--- src/rtl/parking_access_ctrl.sv ---
// Parking entry gate controller: PIN-qualified entry, entry timeout, tailgate
// blocking alarm and occupancy tracking with an exit-lane decrement.
module parking_access_ctrl #(
  parameter int              PW        = 8,
  parameter logic [PW-1:0]   PASSWORD  = 8'd87,
  parameter int              MAX_TRIES = 3,
  parameter int              CAPACITY  = 16,
  parameter int              TIMEOUT   = 1000,
  localparam int             OW        = $clog2(CAPACITY + 1)
) (
  input  logic          clk,
  input  logic          rst,
  input  logic          car_arrive,
  input  logic          car_passed,
  input  logic          car_exit,
  input  logic          try_pin,
  input  logic [PW-1:0] pin,
  output logic          open_gate,
  output logic          close_gate,
  output logic          alarm_pin,
  output logic          alarm_block,
  output logic          lot_full,
  output logic [OW-1:0] occupancy
);

  localparam int TW = (TIMEOUT > 1) ? $clog2(TIMEOUT) : 1;
  localparam int NW = $clog2(MAX_TRIES + 1);

  typedef enum logic [1:0] {
    IDLE  = 2'd0,
    PIN   = 2'd1,
    OPEN  = 2'd2,
    BLOCK = 2'd3
  } state_t;

  state_t        state, state_next;
  logic [NW-1:0] tries, tries_next;
  logic [TW-1:0] timer, timer_next;
  logic [OW-1:0] occupancy_next;
  logic          open_gate_next, close_gate_next, alarm_pin_next, alarm_block_next;

  logic pin_ok, pin_bad, tailgate, timer_done, inc_req, dec_req;

  assign pin_ok     = try_pin && (pin == PASSWORD);
  assign pin_bad    = try_pin && (pin != PASSWORD);
  assign tailgate   = car_arrive && car_passed;
  assign timer_done = (timer == TW'(TIMEOUT - 1));
  assign lot_full   = (occupancy == OW'(CAPACITY));

  // Both sensors high together means a tailgate or a blocked gate; it wins
  // over every other event outside BLOCK, so a passing car is not counted.
  assign inc_req = (state == OPEN) && car_passed && !car_arrive;
  assign dec_req = car_exit;

  // State and registered outputs
  always_ff @(posedge clk) begin
    if (rst) begin
      state       <= IDLE;
      tries       <= '0;
      timer       <= '0;
      occupancy   <= '0;
      open_gate   <= 1'b0;
      close_gate  <= 1'b0;
      alarm_pin   <= 1'b0;
      alarm_block <= 1'b0;
    end else begin
      state       <= state_next;
      tries       <= tries_next;
      timer       <= timer_next;
      occupancy   <= occupancy_next;
      open_gate   <= open_gate_next;
      close_gate  <= close_gate_next;
      alarm_pin   <= alarm_pin_next;
      alarm_block <= alarm_block_next;
    end
  end

  // Next-state decode
  always_comb begin
    state_next = state;
    case (state)
      IDLE: begin
        if (tailgate)                     state_next = BLOCK;
        else if (car_arrive && !lot_full) state_next = PIN;
        else                              state_next = IDLE;
      end
      PIN: begin
        if (tailgate)    state_next = BLOCK;
        else if (pin_ok) state_next = OPEN;
        else             state_next = PIN;
      end
      OPEN: begin
        if (tailgate)                      state_next = BLOCK;
        else if (car_passed || timer_done) state_next = IDLE;
        else                               state_next = OPEN;
      end
      BLOCK: begin
        if (pin_ok) state_next = IDLE;
        else        state_next = BLOCK;
      end
      default: state_next = IDLE;
    endcase
  end

  // Next values of counters and gate/alarm outputs
  always_comb begin
    tries_next       = tries;
    timer_next       = timer;
    open_gate_next   = open_gate;
    close_gate_next  = close_gate;
    alarm_pin_next   = alarm_pin;
    alarm_block_next = alarm_block;
    occupancy_next   = occupancy;

    case (state)
      IDLE, PIN, OPEN: begin
        if (tailgate) begin
          alarm_block_next = 1'b1;
          open_gate_next   = 1'b0;
          close_gate_next  = 1'b1;
        end else if (state == PIN) begin
          if (pin_ok) begin
            open_gate_next  = 1'b1;
            close_gate_next = 1'b0;
            tries_next      = '0;
            alarm_pin_next  = 1'b0;
            timer_next      = '0;
          end else if (pin_bad) begin
            if (tries < NW'(MAX_TRIES)) begin
              tries_next = tries + NW'(1);
            end else begin
              tries_next = tries;
            end
            if (tries_next == NW'(MAX_TRIES)) begin
              alarm_pin_next = 1'b1;
            end else begin
              alarm_pin_next = alarm_pin;
            end
          end else begin
            tries_next = tries;
          end
        end else if (state == OPEN) begin
          if (car_passed || timer_done) begin
            open_gate_next  = 1'b0;
            close_gate_next = 1'b1;
          end else begin
            timer_next = timer + TW'(1);
          end
        end else begin
          timer_next = timer;
        end
      end
      BLOCK: begin
        if (pin_ok) begin
          alarm_block_next = 1'b0;
          alarm_pin_next   = 1'b0;
          tries_next       = '0;
        end else begin
          tries_next = tries;
        end
      end
      default: begin
        tries_next = tries;
      end
    endcase

    // A simultaneous entry and exit cancel out
    if (inc_req && dec_req) begin
      occupancy_next = occupancy;
    end else if (inc_req && (occupancy < OW'(CAPACITY))) begin
      occupancy_next = occupancy + OW'(1);
    end else if (dec_req && (occupancy != '0)) begin
      occupancy_next = occupancy - OW'(1);
    end else begin
      occupancy_next = occupancy;
    end
  end

endmodule

--- config.mk ---
export PLATFORM = sky130hd
export DESIGN_NAME = parking_access_ctrl
export DESIGN_NICKNAME = d
export VERILOG_FILES = /design/src/rtl/parking_access_ctrl.sv
export SDC_FILE = /design/constraint.sdc
export NUM_CORES = 1
export LEC_CHECK = 0
export ABC_AREA = 0
export BUFFER_PORTS_ARGS = -buffer_cell sky130_fd_sc_hd__buf_4
export CAP_MARGIN = 30
export CORE_MARGIN = 1
export CORE_UTILIZATION = 55
export CTS_CLUSTER_SIZE = 40
export DETAILED_ROUTE_END_ITERATION = 16
export PLACE_DENSITY = 0.78
export SYNTH_ARGS = -nofsm -noshare
export SYNTH_HDL_FRONTEND = slang
export SYNTH_SLANG_ARGS = --single-unit
--- constraint.sdc ---
create_clock -name clk -period 2.85 [get_ports clk]
set_clock_uncertainty 0.05 [all_clocks]
set_input_delay 0.285 -clock clk [delete_from_list [all_inputs] [get_ports clk]]
set_output_delay 0.285 -clock clk [all_outputs]
set_load 0.005 [all_outputs]
* Yosys cells after proc, flatten, opt, wreduce, memory -nomap -nowiden
Cells that the tools add are included.
** Word-level totals
- Output and inout bits :: 10
- Word-level logic and storage cells :: 102
- Input port bits :: 14
- Register bits :: 23
** Cells by class
- Bitwise gates (word level) :: 2
- Reduce and logical (&&, ||, !) cells :: 25
- Add/sub/neg operators :: 4
- Equality and inequality tests :: 17
- Multiplexer cells :: 44
- $lt $le $gt $ge :: 2
** Operators by type and width (count)
- $mux 10 :: 4
- $mux 2 :: 17
- $mux 1 :: 17
- $add 10x1->10 const B :: 1
- $eq 10x10->1 const B :: 1
- $mux 5 :: 2
- $ne 2x2->1 const B :: 5
- $reduce_and 5->1 :: 2
- $logic_and 1x1->1 :: 9
- $ne 3x3->1 const B :: 3
- $eq 8x7->1 const B :: 1
- $ne 8x7->1 const B :: 1
- $pmux 2 s4 :: 1
- $reduce_and 4->1 :: 2
- $eq 2x2->1 const B :: 3
- $reduce_bool 3->1 :: 2
- $add 5x1->5 const B :: 1
- $eq 5x5->1 const B :: 1
- $lt 5x5->1 const B :: 1
- $reduce_bool 5->1 :: 1
- $sub 5x1->5 const B :: 1
- $pmux 1 s2 :: 2
- $pmux 2 s2 :: 1
- $reduce_and 2->1 :: 2
- other kinds (10) :: 13

* Logic depth before layout (Yosys ltp)
Gate-level depths: netlist (run 1).
- Depth after elaboration :: 14
- Mapped depth :: 9
- Mapped depth without buffers :: 9

* Worst setup path before layout (run 1)
Ideal clock, no wire load.
- Kind :: flip-flop to flip-flop
- Start point :: register state[0]
- End point :: register occupancy[4]
- Library setup time :: 74 ps
- Setup slack :: 385 ps
- Cell stages (with the launch flop) :: 10
- Buffers on the path :: 0
- Period minus slack after synthesis :: 2465 ps
- Required time :: 2726 ps
- Data arrival time :: 2341 ps
- Path through :: dfxtp_1 inv_1 ha_1 nand3b_1 or2_1 fa_1 a21o_1 a21o_1 or4_1 a31oi_1
** Between the ends
- Longest elaborated chain between the ends :: 6
- Elaborated cells between the ends (all ways) :: 9
- Classes of those cells :: eq/ne (1); mux (1); bitwise (1); reduce/logical (6)
** RTL lines
- from (decl) :: RTL line 36 : state_t state, state_next;
- from (signal assigned) :: RTL line 67 : state <= state_next;
- $eq 2x2->1 * :: RTL line 52 : assign inc_req = (state == OPEN) && car_passed && !car_arrive;
- $logic_and 1x1->1 * (2 in series) :: RTL line 52
- $logic_and 1x1->1 (on tied branches) :: RTL line 170, 168
- $reduce_bool 2->1 (no line) or $not 1->1 (tied branches)
- $reduce_and 2->1 (no line)
- to (signal assigned) :: RTL line 70 : occupancy <= occupancy_next;
- to (decl) :: RTL line 23 : output logic [OW-1:0] occupancy
Mark *: on every way between the ends. The rest lies on a longest branch, timed or not.
A chain may end at the register's enable or synchronous reset.

* Final worst setup path (run 1)
Same ends and word-level chain as after synthesis.

==> results.json, run 1 <==
{
  "ir_drop_mv": 0.525,
  "dr_total_vias": 1413,
  "holdPathStages": 2,
  "io_pins": 24,
  "wl_per_cell_um": 15.5,
  "drtAntennaViolNets": 0,
  "place.gp.congestion": 0.861,
  "tightest_slew_ns": 0.493,
  "instances_no_fill": 220,
  "place.detailed.hpwl_um": 2580,
  "insertion_delay_ns": 0.31,
  "power.leakage_nw": 0.672,
  "synth_top_area_share_pct": 31.6,
  "htreeDepth": 1,
  "avgSynthCellArea_um2": 8.77,
  "min_period_ns": 2.53,
  "grt.overflow.total": 0,
  "crit_top_cell": "a21o_1",
  "slew_viol_final": 0,
  "grt_pass1_vias": 1205,
  "critPathKind": "flip-flop to flip-flop",
  "cp-end-kind": "flip-flop",
  "synth_fa_ha_area_share_pct": 9.11,
  "grt_use_met1_pct": 32.2,
  "synthSimpleGateAreaFrac_pct": 27.4,
  "yosys_warnings": 0,
  "synth_common_cells": "23 x dfxtp_1, 11 x a21oi_1, 11 x nor2_1",
  "drv_cap": 0,
  "syn2layout_area_growth_pct": 15.8,
  "final_util_pct": 67.5,
  "use_met2_pct": 42.7,
  "antennaDiodeCount": 0,
  "path_max_fanout": 6,
  "viasPerCell": 6.42,
  "die_y_um": 53.5,
  "synth.area.mux_share_pct": 0,
  "ys_types": 54,
  "path_clk_slew_ns": 0.13,
  "numCtsBuffers": 3,
  "async_flop_share_pct": 0,
  "drt_iter0_drc": 36,
  "place_area_um2": 1660,
  "drive_gt1_share_pct": 17.9,
  "rows": 18,
  "grtUsageTotal_pct": 25.5,
  "setup_ws_ns": 0.318,
  "synth_edf_count": 0,
  "dieArea_um2": 2860,
  "path_delay_family": "simple AND/OR/NAND/NOR gates",
  "postLayoutCellArea_um2": 1690,
  "post_cts_buffers": 0,
  "cts_tree": "yes",
  "die_w_um": 53.5,
  "grt_pass1_wl_um": 5290,
  "finalHoldViolations": 0,
  "start_util_pct": 58.3,
  "antenna_found_initial": 0,
  "whs_endpoint": "occupancy[1]",
  "core_um2": 2500,
  "setup_viol": 0,
  "placed_cells": 216,
  "synth-compound-area-share_pct": 25.9,
  "synth_top_family_by_area": "simple AND/OR/NAND/NOR gates",
  "syn_area_um2": 1460,
  "clockRootBuffer": "clkbuf_4",
  "seq_area_frac_synth_pct": 31.6,
  "crit_path_max_incr_delay_ns": 0.42,
  "r2r_slack_ns": 0.32,
  "multiInputGateArea_um2": 952,
  "postCtsHoldBufs": 0,
  "fillers": 217,
  "finalSetupTns_ns": 0,
  "syn_nets": 190,
  "ff_latch_area_um2": 460,
  "ys_ff_latch": 23,
  "path_cells": "inv_1 -> ha_1 -> nand3b_1 -> or2_1 -> fa_1 -> a21o_1 -> a21o_1 -> or4_1 -> a31oi_1",
  "slew_headroom_pct": 67.1,
  "rsz0062_at_grt": "no",
  "worst-path-stages": 9,
  "cts.sinks": 23,
  "post-synth-top-area-cell": "dfxtp_1",
  "cpMaxStageDelayCell": "fa_1",
  "min_from": "rst",
  "drcViolationCount": 0,
  "io_buffers": 23,
  "use_met3_pct": 4.02,
  "top_usage_layer": "met2",
  "clock.fmax_mhz": 395,
  "post-place-ws_ns": 0.357,
  "path_buf_inv": 1,
  "r2r-end": "occupancy[4]",
  "clock_path_buffers": 2,
  "worstPathRequired_ns": 3.05,
  "cts_resized": 0,
  "status": "complete, no violations",
  "syn_inst": 166,
  "r2r_start": "state[0]",
  "min_path_type": "input pin to flip-flop",
  "ys_top_cells_by_area": "dfxtp_1 32%, ha_1 7.7%, a21oi_1 3.8%",
  "synth-xor-area-share_pct": 3.01,
  "start_kind": "flip-flop",
  "grt_max_degree": 13,
  "drt-total-wl_um": 3420,
  "yosysMostFrequentCell": "dfxtp_1",
  "finalCritPeriodShare_pct": 88.8,
  "r2r_cells": 9,
  "p_per_area_nw_per_um2": 632,
  "drt_first_pass_iters": 4,
  "fin_nets": 215,
  "worstPathArrival_ns": 2.73,
  "ys.flop_type": "dfxtp_1"
}
[logic make-up (layout without fill, tap and decap cells)]
| group | after synthesis | count (layout) |
|---|---|---|
| buffers and inverters | 11 | 35 |
| AO/OA/AOI/OAI | 53 | 53 |
| flip-flops | 23 | 23 |
| AND/OR/NAND/NOR | 64 | 64 |
| adder cells (fa/ha/maj) | 10 | 10 |
| XOR/XNOR | 5 | 5 |
[worst max path at each step]
stage,endpoint,start,slack [ns]
after floorplan,occupancy[4],state[0],0.38
after CTS,occupancy[4],state[0],0.31
after detailed placement,occupancy[4],state[0],0.36
after global routing,occupancy[4],state[0],0.14
after global placement,occupancy[4],state[0],0.44
final,occupancy[4],state[0],0.32
[stage by stage]
| stage | hold WS, ns | power, mW |
|---|---|---|
| after floorplan | 0.400 | 0.759 |
| after global placement | 0.404 | 0.889 |
| after detailed placement | 0.410 | 0.918 |
| after CTS | 0.169 | 1.07 |
| after global routing | 0.177 | 1.15 |
| final | 0.184 | 1.07 |
[sequential cells by signal (all words and copies together), names as in the netlist]
name and count:
timer 10, occupancy 5, state 2, tries 2
alarm_block 1, alarm_pin 1, close_gate 1, open_gate 1
[layout make-up]
type | count | share of cell area (%)
Timing Repair Buffer | 25 | 11.1
Inverter | 6 | 1.34
Tap cell | 30 | 2.23
Sequential cell | 23 | 27.3
Clock buffer | 4 | 1.56
Multi-Input combinational cell | 132 | 56.5
[cells in the final DEF, fill, tap and decap left out, types with 2 or more instances in the layout]
cell and count:
ha_1 9, xor2_1 5, nand2_1 5, or4_1 5, nor4_1 2, a21oi_1 11
or3_1 3, o21a_1 3, o21ai_0 5, nand3b_1 2, nor3_1 8, nor3b_1 2
buf_4 25, dfxtp_1 23, nand4_1 6, and2_1 2, inv_1 6, o21ai_1 5
clkbuf_4 3, nand3_1 3, a21o_1 5, o31ai_1 4, nor2_1 11, and3_1 2
nand2b_1 2, a31oi_1 5
[power breakdown]
group          leakage (nW)  switching, mW  internal [mW]
combinational         0.470          0.240          0.240
clock                0.0150         0.0974         0.0546
sequential            0.187         0.0664          0.368
[per-layer routing]
| layer | part of all wire (%) | vias up | wire, um |
|---|---|---|---|
| li1 | - | 697 | - |
| met1 | 45 | 669 | 1530 |
| met2 | 50 | 39 | 1700 |
| met3 | 4.1 | 8 | 141 |
| met4 | 1.3 | 0 | 46 |
| met5 | 0 | - | 0 |
(Power assumes the default switching activity.)
==> run 2, diff against run 1 <==
CORE_UTILIZATION = 58   (was 55)
CTS_BUF_LIST = sky130_fd_sc_hd__clkbuf_8   (was default)
CTS_CLUSTER_DIAMETER = 50   (was default)
PLACE_DENSITY = 0.83   (was 0.78)
==> results.json, run 2 (same netlist as run 1, synthesis figures left out) <==
{
  "viasPerCell": 6.49,
  "slew_viol_final": 0,
  "core_um2": 2300,
  "place.detailed.hpwl_um": 2510,
  "status": "complete, no violations",
  "die_w_um": 52.1,
  "grt_max_degree": 14,
  "finalHoldViolations": 0,
  "drtAntennaViolNets": 0,
  "start_util_pct": 63.4,
  "mostFrequentLayoutCell": "buf_4",
  "syn2layout_area_growth_pct": 17.0,
  "place.gp.congestion": 0.940,
  "cpMaxStageDelayCell": "fa_1",
  "drt_first_pass_iters": 4,
  "setup_viol": 0,
  "cts.sinks": 23,
  "drt-total-wl_um": 3480,
  "grtUsageTotal_pct": 28.8,
  "rows": 17,
  "drt_iter0_drc": 42,
  "fin_nets": 215,
  "clock_path_buffers": 2,
  "cts_tree": "yes",
  "post_cts_buffers": 0,
  "power.leakage_nw": 0.683,
  "worstPathArrival_ns": 2.73,
  "critPathKind": "flip-flop to flip-flop",
  "finalCritPeriodShare_pct": 90.1,
  "antenna_found_initial": 0,
  "path_delay_family": "simple AND/OR/NAND/NOR gates",
  "cp-end-kind": "flip-flop",
  "dieArea_um2": 2720,
  "drcViolationCount": 0,
  "clock.fmax_mhz": 389,
  "wl_per_cell_um": 16.0,
  "worstPathRequired_ns": 3.01,
  "postCtsHoldBufs": 0,
  "antennaDiodeCount": 0,
  "grt_pass1_wl_um": 5730,
  "p_per_area_nw_per_um2": 662,
  "io_buffers": 23,
  "final_cell_mix": "25 x buf_4, 23 x dfxtp_1, 11 x nor2_1, 11 x a21oi_1, 9 x ha_1",
  "ir_drop_mv": 0.597,
  "crit_path_max_incr_delay_ns": 0.42,
  "start_kind": "flip-flop",
  "min_path_type": "input pin to flip-flop",
  "clockRootBuffer": "clkbuf_8",
  "insertion_delay_ns": 0.27,
  "min_period_ns": 2.57,
  "cts_resized": 0,
  "largest_register": "timer",
  "grt_pass1_vias": 1323,
  "tightest_slew_ns": 0.486,
  "top_regs": "timer x10, occupancy x5",
  "postLayoutCellArea_um2": 1700,
  "dr_total_vias": 1414,
  "drv_cap": 0,
  "finalSetupTns_ns": 0,
  "largest_register_ff_count": 10,
  "path_buf_inv": 1,
  "r2r_slack_ns": 0.28,
  "path_clk_slew_ns": 0.09,
  "place_area_um2": 1660,
  "path_max_fanout": 6,
  "numCtsBuffers": 3,
  "io_pins": 24,
  "path_cells": "inv_1 -> ha_1 -> nand3b_1 -> or2_1 -> fa_1 -> a21o_1 -> a21o_1 -> or4_1 -> a31oi_1",
  "crit_top_cell": "a21o_1",
  "rsz0062_at_grt": "no",
  "die_y_um": 52.1,
  "slew_headroom_pct": 67.3,
  "drive_gt1_share_pct": 18.4,
  "fillers": 193,
  "grt.overflow.total": 0,
  "htreeDepth": 1
}
## run 2: cell count changes in the layout (fill, tap and decap cells not counted), sizes merged
cell	change
clkbuf	-1
clkinv	+1
## run 2: final timing paths
kind / start / end / cells past startpoint
hold reg to reg: alarm_pin / alarm_pin / 1
setup reg to reg: state[0] / occupancy[4] / 9
hold / removal: rst / occupancy[1] / 2
setup / recovery: state[0] / occupancy[4] / 9
## run 2: layout make-up
type | instances | area (um2) | share of cell area (%)
timing repair buffer | 25 | 188 | 11.0
multi-input combinational | 132 | 952 | 55.9
inverter | 6 | 22.5 | 1.32
clock inverter | 1 | 5.00 | 0.294
tap | 28 | 35.0 | 2.06
clock buffer | 3 | 41.3 | 2.42
sequential | 23 | 460 | 27.0
## run 2: power by group
group	internal (mW)	switching [mW]	leakage [nW]
logic	0.239	0.236	0.470
clock network	0.0981	0.118	0.0255
registers	0.368	0.0689	0.187
## run 2: per-layer routing
| metal | vias to the layer above | global-route usage [%] | part of all wire [%] |
|---|---|---|---|
| met5 | - | 0 | 0 |
| met1 | 663 | 33.4 | 44 |
| met3 | 7 | 7.02 | 5.8 |
| li1 | 686 | - | - |
| met4 | 0 | 9.01 | 0.98 |
| met2 | 58 | 51.1 | 50 |
## run 2: per-stage QoR
stage               power, mW  worst slack (ns)  util (%)  instances  hold WS (ns)
global placement        0.889             0.424      72.2        214         0.399
floorplan               0.759             0.385         -        166         0.400
global route             1.21             0.176      74.2        218         0.233
CTS                      1.12             0.304      74.2        218         0.230
detailed placement      0.913             0.336      72.2        214         0.411
finish                   1.13             0.281      74.2        218         0.224
==> run 3, diff against run 2 <==
ABC_AREA = 1   (was 0)
PLACE_DENSITY = 0.82   (was 0.83)
==> results.json, run 3 <==
{
  "status": "complete, no violations",
  "holdPathStages": 2,
  "p_total_mw": 1.17,
  "fin_nets": 269,
  "insertion_delay_ns": 0.26,
  "drtAntennaViolNets": 0,
  "dieArea_um2": 2820,
  "die_y_um": 53.1,
  "yosysMostFrequentCell": "nand2_1",
  "instances_no_fill": 274,
  "grtUsageTotal_pct": 24.7,
  "largest_register": "timer",
  "p_per_area_nw_per_um2": 661,
  "clock_power_share_pct": 17.6,
  "setup_viol": 0,
  "cpMaxStageDelayCell": "fa_1",
  "core_um2": 2480,
  "syn_inst": 219,
  "place.gp.congestion": 0.833,
  "finalHoldViolations": 0,
  "path_buf_inv": 2,
  "placed_cells": 270,
  "synth_common_cells": "52 x nand2_1, 27 x a21oi_1, 23 x dfxtp_1",
  "io_buffers": 23,
  "cp-end-kind": "flip-flop",
  "syn2layout_area_growth_pct": 16.3,
  "htreeDepth": 1,
  "tightest_slew_ns": 0.459,
  "postCtsHoldBufs": 0,
  "switching_share_pct": 39.7,
  "ys.flop_type": "dfxtp_1",
  "synth_edf_count": 0,
  "clockRootBuffer": "clkbuf_8",
  "post-synth-top-area-cell": "dfxtp_1",
  "syn_nets": 243,
  "r2r_start": "state[0]",
  "ys_top_cells_by_area": "dfxtp_1 30%, nand2_1 13%, a21oi_1 8.9%",
  "drv_cap": 0,
  "drt-total-wl_um": 3140,
  "finalSetupTns_ns": 0,
  "place_area_um2": 1720,
  "grt_pass1_wl_um": 5120,
  "viasPerCell": 5.29,
  "ir_drop_mv": 0.665,
  "whs_endpoint": "timer[6]",
  "power.leakage_nw": 0.752,
  "largest_register_ff_count": 10,
  "wl_per_cell_um": 11.5,
  "worstPathArrival_ns": 2.01,
  "worstPathRequired_ns": 2.97,
  "p_seq_share_pct": 37.0,
  "r2r-end": "occupancy[4]",
  "drcViolationCount": 0,
  "min_from": "rst",
  "ys_ff_latch": 23,
  "cts.sinks": 23,
  "grt_pass1_vias": 1225,
  "drt_first_pass_iters": 4,
  "mostFrequentLayoutCell": "nand2_1",
  "post_cts_buffers": 0,
  "antennaDiodeCount": 0,
  "path_max_fanout": 4,
  "start_kind": "flip-flop",
  "ys_types": 31,
  "slew_viol_final": 0,
  "place.detailed.hpwl_um": 2400,
  "path_clk_slew_ns": 0.08,
  "die_w_um": 53.1,
  "rows": 18,
  "clock_path_buffers": 2,
  "p_switching_uw": 463,
  "top_regs": "timer x10, occupancy x5",
  "path_cells": "inv_1 -> ha_1 -> nand2_1 -> inv_2 -> nand2_1 -> fa_1 -> nand2_1 -> nand2_1 -> a21oi_1 -> nand3_1 -> nand2_1 -> nor2_1",
  "antenna_found_initial": 0,
  "synth_top_area_share_pct": 30.4,
  "syn_area_um2": 1520,
  "yosys_warnings": 0,
  "postLayoutCellArea_um2": 1760,
  "final_cell_mix": "52 x nand2_1, 27 x a21oi_1, 23 x dfxtp_1, 23 x buf_4, 19 x inv_1",
  "seq_area_frac_synth_pct": 30.4,
  "rsz0062_at_grt": "no",
  "drt_iter0_drc": 48,
  "r2r_slack_ns": 0.96,
  "cts_resized": 0,
  "dr_total_vias": 1450,
  "grt_max_degree": 16,
  "min_period_ns": 1.89,
  "start_util_pct": 61.2,
  "finalCritPeriodShare_pct": 66.4,
  "drive_gt1_share_pct": 20.9,
  "async_flop_share_pct": 0,
  "avgSynthCellArea_um2": 6.92,
  "io_pins": 24,
  "power_frac_comb_pct": 45.5,
  "grt.overflow.total": 0,
  "critPathKind": "flip-flop to flip-flop",
  "p_int_uw": 703,
  "crit_path_max_incr_delay_ns": 0.42,
  "numCtsBuffers": 3,
  "min_path_type": "input pin to flip-flop",
  "cts_tree": "yes",
  "path_delay_family": "adder cells",
  "clock.fmax_mhz": 528,
  "crit_top_cell": "nand2_1",
  "crit_path_start": "state[0]",
  "r2r_cells": 12,
  "slew_headroom_pct": 69.4
}
run 3: changes by cell type after synthesis, moves of 5 or more:
cell | previous run | this run
inv_1 | 6 | 19
nand2_2 | 0 | 6
nand3_1 | 3 | 14
nand2_1 | 5 | 52
nor2_1 | 11 | 18
or4_1 | 5 | 0
inv_2 | 0 | 7
a21oi_1 | 11 | 27
a21o_1 | 5 | 0
run 3: cell type report:
type / count / area, um2
Clock buffer: 3 / 41.3
Clock inverter: 1 / 5.00
Fill cell: 223 / 713
Inverter: 26 / 97.6
Multi-Input combinational cell: 168 / 950
Sequential cell: 23 / 460
Tap cell: 30 / 37.5
Timing Repair Buffer: 23 / 173
run 3: worst max-delay path by stage:
| stage | depth (start not counted) | slack, ns | to |
|---|---|---|---|
| floorplan | 12 | 1.09 | occupancy[4] |
| global placement | 12 | 1.01 | occupancy[4] |
| detailed placement | 12 | 0.98 | occupancy[4] |
| CTS | 12 | 0.95 | occupancy[4] |
| global route | 12 | 0.77 | occupancy[4] |
| finish | 12 | 0.96 | occupancy[4] |
run 3: through the flow:
step / hold WS (ns) / utilization (%) / worst slack (ns)
floorplan: 0.304 / - / 1.09
global placement: 0.393 / 69.3 / 1.01
CTS: 0.243 / 71.2 / 0.955
detailed placement: 0.393 / 69.3 / 0.979
global route: 0.249 / 71.2 / 0.767
finish: 0.251 / 71.2 / 0.957
run 3: worst register-to-register path, delay by kind of cell (launching register included):
family	cells	cell delay, ns
fa+ha+maj	2	0.58
simple gates	7	0.51
flops	1	0.35
buf+inv	2	0.15
compound gates	1	0.15
run 3: power by group through the flow:
stage | combinational (mW) | sequential (mW) | clock [mW]
floorplan | 0.375 | 0.431 | 0
global placement | 0.520 | 0.437 | 0
detailed placement | 0.528 | 0.438 | 0
CTS | 0.531 | 0.431 | 0.208
finish | 0.531 | 0.431 | 0.205
global route | 0.604 | 0.439 | 0.218
run 3: cells by family (layout without fill, tap and decap cells):
family / after synthesis / after routing / synth area share, %
compound gates: 41 / 41 / 14.4
flops: 23 / 23 / 30.4
simple gates: 113 / 113 / 37.2
xor+xnor: 4 / 4 / 2.31
fa+ha+maj: 10 / 10 / 8.75
buf+inv: 28 / 53 / 7.01
run 3: metal layers:
| layer | global-route usage, % | vias up | wire length [um] |
|---|---|---|---|
| met5 | 0 | - | 0 |
| li1 | - | 768 | - |
| met3 | 4.02 | 6 | 176 |
| met1 | 31.5 | 633 | 1550 |
| met2 | 41.1 | 43 | 1370 |
| met4 | 9.21 | 0 | 46 |
